**src/rtl/p2s_stream_arbiter_pkg.sv**
```systemverilog
// Shared definitions for the Par2Ser stream arbiter: FSM state encodings and
// the legal range of source counts.
package p2s_stream_arbiter_pkg;

    localparam int NUM_SRC_MIN = 2;
    localparam int NUM_SRC_MAX = 8;

    typedef enum logic {
        ST_IDLE = 1'b0,
        ST_LOCK = 1'b1
    } arb_state_e;

    function automatic logic num_src_ok(input int n);
        return (n >= NUM_SRC_MIN) && (n <= NUM_SRC_MAX);
    endfunction

endpackage

```
**src/rtl/p2s_stream_arbiter_rr_pick.sv**
```systemverilog
// rr_pick: combinational round-robin priority encoder. The search starts at
// ptr+1 and wraps, so the requester at ptr has the lowest priority.
// Written generically so other shared-resource arbiters can reuse it.
module rr_pick #(
    parameter int NUM_SRC = 4,
    parameter int IDX_W   = $clog2(NUM_SRC)
) (
    input  logic [NUM_SRC-1:0] req,
    input  logic [IDX_W-1:0]   ptr,
    output logic [IDX_W-1:0]   gnt_idx,
    output logic               gnt_any
);

    logic [IDX_W-1:0] hi_idx;
    logic [IDX_W-1:0] lo_idx;
    logic             hi_any;
    logic             lo_any;

    // Split requesters into those above ptr (searched first) and the rest;
    // descending scan with overwrite leaves the lowest index of each tier.
    always_comb begin
        hi_idx = '0;
        lo_idx = '0;
        hi_any = 1'b0;
        lo_any = 1'b0;
        for (int j = NUM_SRC - 1; j >= 0; j--) begin
            if (req[j]) begin
                if (j > int'(ptr)) begin
                    hi_idx = IDX_W'(j);
                    hi_any = 1'b1;
                end else begin
                    lo_idx = IDX_W'(j);
                    lo_any = 1'b1;
                end
            end
        end
    end

    assign gnt_any = hi_any | lo_any;
    assign gnt_idx = hi_any ? hi_idx : lo_idx;

endmodule

```
**src/rtl/p2s_stream_arbiter.sv**
```systemverilog
// p2s_stream_arbiter: frame-level round-robin arbiter that shares one Par2Ser
// serializer among NUM_SRC AXI-stream sources. A grant is held from the first
// beat to the tlast beat, so frames never interleave on the serializer input.
//
// Optional build macro P2S_ARB_PRIO0_EN: source 0 (pilot/control frames) wins
// every arbitration it requests; round-robin applies among the other sources
// and the pointer only moves on non-zero grants.
//
// state   | meaning
// --------+-----------------------------------------------------------
// ST_IDLE | no owner; arbitrate among s_vld, register winner
// ST_LOCK | grant_id owns the serializer until its tlast beat transfers
module p2s_stream_arbiter
    import p2s_stream_arbiter_pkg::*;
#(
    parameter  int NUM_SRC = 4,
    parameter  int WIDTH   = 8,
    localparam int IDX_W   = $clog2(NUM_SRC)
) (
    input  logic                     clk,
    input  logic                     rst_n,
    input  logic [NUM_SRC*WIDTH-1:0] s_data,
    input  logic [NUM_SRC-1:0]       s_vld,
    input  logic [NUM_SRC-1:0]       s_last,
    output logic [NUM_SRC-1:0]       s_rdy,
    output logic [WIDTH-1:0]         m_data,
    output logic                     m_vld,
    output logic                     m_last,
    input  logic                     m_rdy,
    output logic [IDX_W-1:0]         grant_id,
    output logic                     busy
);

    if (!num_src_ok(NUM_SRC)) begin : g_bad_num_src
        $error("p2s_stream_arbiter: NUM_SRC out of range");
    end

    arb_state_e       state_q, state_d;
    logic [IDX_W-1:0] ptr_q, ptr_d;
    logic [IDX_W-1:0] grant_q, grant_d;

    logic [NUM_SRC-1:0] rr_req;
    logic [IDX_W-1:0]   rr_idx;
    logic               rr_any;
    logic [IDX_W-1:0]   win_idx;
    logic               win_any;
    logic [WIDTH-1:0]   src_data [NUM_SRC];

    // Unpack the flat source data bus into one word per source.
    always_comb begin
        for (int j = 0; j < NUM_SRC; j++) begin
            src_data[j] = s_data[j*WIDTH +: WIDTH];
        end
    end

`ifdef P2S_ARB_PRIO0_EN
    assign rr_req = {s_vld[NUM_SRC-1:1], 1'b0};

    // Source 0 pre-empts the round-robin search whenever it is requesting.
    always_comb begin
        if (s_vld[0]) begin
            win_idx = '0;
            win_any = 1'b1;
        end else begin
            win_idx = rr_idx;
            win_any = rr_any;
        end
    end
`else
    assign rr_req  = s_vld;
    assign win_idx = rr_idx;
    assign win_any = rr_any;
`endif

    rr_pick #(
        .NUM_SRC (NUM_SRC),
        .IDX_W   (IDX_W)
    ) u_rr_pick (
        .req     (rr_req),
        .ptr     (ptr_q),
        .gnt_idx (rr_idx),
        .gnt_any (rr_any)
    );

    // State, fairness pointer and owner registers; reset favours source 0.
    always_ff @(posedge clk or negedge rst_n) begin
        if (!rst_n) begin
            state_q <= ST_IDLE;
            ptr_q   <= IDX_W'(NUM_SRC - 1);
            grant_q <= '0;
        end else begin
            state_q <= state_d;
            ptr_q   <= ptr_d;
            grant_q <= grant_d;
        end
    end

    // Next-state logic plus the combinational pass-through of the owner.
    always_comb begin
        state_d = state_q;
        ptr_d   = ptr_q;
        grant_d = grant_q;
        m_data  = '0;
        m_vld   = 1'b0;
        m_last  = 1'b0;
        s_rdy   = '0;
        unique case (state_q)
            ST_IDLE: begin
                if (win_any) begin
                    grant_d = win_idx;
                    state_d = ST_LOCK;
                end
            end
            ST_LOCK: begin
                m_data         = src_data[grant_q];
                m_vld          = s_vld[grant_q];
                m_last         = s_last[grant_q];
                s_rdy[grant_q] = m_rdy;
                if (s_vld[grant_q] && m_rdy && s_last[grant_q]) begin
                    state_d = ST_IDLE;
`ifdef P2S_ARB_PRIO0_EN
                    if (grant_q != '0) begin
                        ptr_d = grant_q;
                    end
`else
                    ptr_d = grant_q;
`endif
                end
            end
            default: state_d = ST_IDLE;
        endcase
    end

    assign grant_id = grant_q;
    assign busy     = (state_q == ST_LOCK);

endmodule

```
**config.mk**
```make
export PLATFORM = sky130hd
export DESIGN_NAME = p2s_stream_arbiter
export DESIGN_NICKNAME = d
export VERILOG_FILES = /design/src/rtl/p2s_stream_arbiter_pkg.sv /design/src/rtl/p2s_stream_arbiter_rr_pick.sv /design/src/rtl/p2s_stream_arbiter.sv
export SDC_FILE = /design/constraint.sdc
export NUM_CORES = 1
export LEC_CHECK = 0
export ABC_AREA = 1
export CAP_MARGIN = 5
export CELL_PAD_IN_SITES_DETAIL_PLACEMENT = 1
export CELL_PAD_IN_SITES_GLOBAL_PLACEMENT = 2
export CORE_MARGIN = 2
export CORE_UTILIZATION = 16
export CTS_BUF_LIST = sky130_fd_sc_hd__clkbuf_8
export CTS_CLUSTER_SIZE = 20
export DETAILED_ROUTE_END_ITERATION = 10
export GPL_TIMING_DRIVEN = 1
export PLACE_DENSITY = 0.87
export SETUP_SLACK_MARGIN = 0.05
export SYNTH_ARGS = -nofsm -noshare
export SYNTH_HDL_FRONTEND = slang
export SYNTH_SLANG_ARGS = --single-unit
```
**constraint.sdc**
```tcl
create_clock -name clk -period 1.47 [get_ports clk]
set_input_delay 0.2205 -clock clk [delete_from_list [all_inputs] [get_ports clk]]
set_output_delay 0.2205 -clock clk [all_outputs]
set_load 0.02 [all_outputs]
```
==> results.py <==
metrics = {
    "global_route": {
        "grt_max_degree": 18,
        "antenna_found_initial": 0,
        "grt_pass1_vias": 1224,
        "grtUsageTotal": 0.127,
        "grt_overflow": 0,
        "grt_pass1_wl_mm": 5.50,
    },
    "route": {
        "drt_first_pass_iters": 4,
        "dr_wl_met3_um": 186,
        "drcViolationCount": 0,
        "ant_nets": 0,
        "vias_per_cell": 4.40,
        "route.top_layer_used": "met4",
        "avgRoutedWirePerCell_um": 13.7,
        "wl_met2_mm": 1.98,
        "via_count": 1232,
        "drt-met1-wl_mm": 1.61,
        "drt-initial-drc-count": 15,
        "drt-total-wl_mm": 3.84,
    },
    "worst_setup_path": {
        "crit_chain": "clkinv_4 > buf_12 > buf_6 > nand3_4 > a41oi_4 > buf_6",
        "critPathMaxFanout": 5,
        "cp-start-kind": "register",
        "crit_type": "reg2out",
        "cpMaxStageDelayCell": "dfrtp_2",
        "max_stage_delay_ns": 0.44,
        "cp.required_ns": 1.25,
        "worst_setup_path_end_kind": "output port",
        "cpMostUsedCell": "buf_6",
        "worst-endpoint-arrival_ns": 1.34,
    },
    "place": {
        "place_area_um2": 1670,
        "port_buffers": 59,
        "dp_hpwl_mm": 2.88,
        "place.gp.congestion": 0.729,
        "dp_slack_ns": -0.532,
    },
    "power_and_ir_drop": {
        "p_total_w": 0.00350,
        "switchingPower_w": 0.00166,
        "power_frac_comb": 0.833,
        "power_density_nw_per_um2": 1800,
        "p_clk_frac": 0.072,
        "peakVddDrop_mv": 0.885,
        "p_leak_nw": 0.802,
        "power.internal_w": 0.00184,
        "p_seq_frac": 0.094,
        "switching_share": 0.476,
    },
    "synthesis": {
        "synth_compound_area_frac": 0.204,
        "netlist_instances": 127,
        "yosysTopAreaCell": "nand3_1",
        "yosysWarnings": 0,
        "netlist.area_leader.share": 0.204,
        "synth_cell_type_count": 22,
        "yosys.area_share.simple": 0.498,
        "syn_avg_cell_area_um2": 6.38,
        "synthTopCellsByArea": "nand3_1 20%, nand2_1 17%, a41oi_2 14%",
        "seq_area_frac_synth": 0.157,
        "synth_top_family_by_area": "simple AND/OR/NAND/NOR gates",
        "synth_mux_area_frac": 0,
        "syn_nets": 170,
        "synth_xor_area_frac": 0,
        "ys_ff_latch": 5,
        "syn-cell-area_um2": 811,
        "synthAdderAreaFrac": 0,
    },
    "final_layout": {
        "final_common_cell": "clkdlybuf4s50_1",
        "fillers": 594,
        "final_nets": 257,
        "layout_common_cells": "42 x clkdlybuf4s50_1, 29 x buf_4, 24 x nand3_1",
        "area_delta_synth_final_pct": 140,
        "stdcell_area_um2": 1950,
        "drive_gt1_frac": 0.484,
        "diodes": 0,
    },
    "cts": {
        "numCtsBuffers": 3,
        "cts_hold_buf": 0,
        "htree_levels": 1,
        "cts_tree": "yes",
        "clkLatencyLatePin_ns": 0.22,
        "cts_sinks": 5,
        "clk_pin_slew_ns": 0.04,
        "cts_buffer_depth": 2,
        "cts_root_buf": "clkbuf_8",
    },
    "die": {
        "die_w_um": 75.2,
        "ios": 60,
        "core_region_area_um2": 4820,
        "start_util": 0.168,
        "std_cell_rows": 25,
        "die_h_um": 75.2,
        "die_area_um2": 5650,
    },
    "sta": {
        "worst_slack_ns": -0.0930,
        "drv_slew": 0,
        "tightest_slew_ns": 0.267,
        "finClkSkew_ns": 0.000474,
        "slew_headroom": 0.822,
        "period_share": 1.06,
        "fmax_ghz": 0.640,
        "rsz0062_at_grt": "true",
        "tns_ns": -0.727,
        "final-hold-violation-count": 0,
        "finalSetupViolCount": 10,
        "finalWorstPathRequiredPeriod_ns": 1.56,
    },
    "outcome": {
        "violations": "negative setup slack",
        "status": "finished with violations",
    },
    "flow_run": {
        "maxCapViolCount": 0,
    },
    "min_path": {
        "hp-class": "in2async",
    },
}
-- cell families after synthesis --
kind of cell,after synthesis
buffers and inverters,19
AOI/OAI and AO/OA,16
and+or+nand+nor,87
DFF,5
-- state kept, by name, summed over array words and instances, names as in the netlist --
register / count
busy: 1
grant_id: 2
ptr_q: 2
-- cells in the mapped netlist (all sizes together) --
cell and count:
nand3 34, nor3 3, o21a 1, a21oi 3
a41oi 8, nand2 41, dfrtp 3, buf 10
inv 9, o21ai 4, dfstp 2, nand4 3
nor2 6
-- power by group through the flow --
stage                     clock network [W]  logic (W)  registers, W
after floorplan                           0    0.00141      0.000316
after global placement                    0    0.00244      0.000300
after detailed placement                  0    0.00247      0.000301
after CTS                          0.000264    0.00258      0.000303
after global routing               0.000275    0.00313      0.000346
final                              0.000253    0.00292      0.000330
-- metal layers --
layer,global-route usage,up-vias
met5,0,-
met4,0.0312,0
met3,0.0241,6
met2,0.235,31
met1,0.150,583
li1,-,612
-- final timing paths --
kind	from	endpoint	slack (ns)	cells after the start
setup / recovery	grant_id[0]	m_data[0]	-0.09	6
hold reg to reg	ptr_q[0]	ptr_q[0]	0.50	2
setup reg to reg	grant_id[0]	ptr_q[0]	0.04	11
hold / removal	rst_n	busy	0.24	1
min in group clk	ptr_q[0]	ptr_q[0]	0.50	2
max in group asynchronous	rst_n	ptr_q[1]	0.97	1
-- per-stage QoR --
stage | cells | hold WS, ns | util
after floorplan | 127 | -0.0751 | -
after global placement | 270 | 0.463 | 0.346
after detailed placement | 270 | 0.466 | 0.346
after CTS | 276 | 0.223 | 0.365
after global routing | 280 | 0.254 | 0.405
final | 280 | 0.237 | 0.405
-- layout make-up --
| type | instances | area (um2) | area share |
|---|---|---|---|
| sequential | 5 | 130 | 0.0668 |
| clock buffer | 3 | 41.3 | 0.0212 |
| inverter | 9 | 43.8 | 0.0225 |
| clock inverter | 1 | 3.75 | 0.00193 |
| timing repair buffer | 92 | 905 | 0.464 |
| multi-input combinational | 103 | 742 | 0.381 |
| tap | 67 | 83.8 | 0.0430 |
-- worst max-delay path, delay by kind of cell (launching register included) --
family	cells	cell delay (ns)
flops	1	0.44
compound gates	1	0.17
buf+inv	4	0.45
simple gates	1	0.06
-- repair_timing --
action                     4_1_cts  5_1_grt
setup buffers                    2        2
resized for setup               93       35
cloned                           0        2
pin swaps                        3       17
setup endpoints to repair       19       19
No activity file was read; power rests on OpenSTA's default activity.
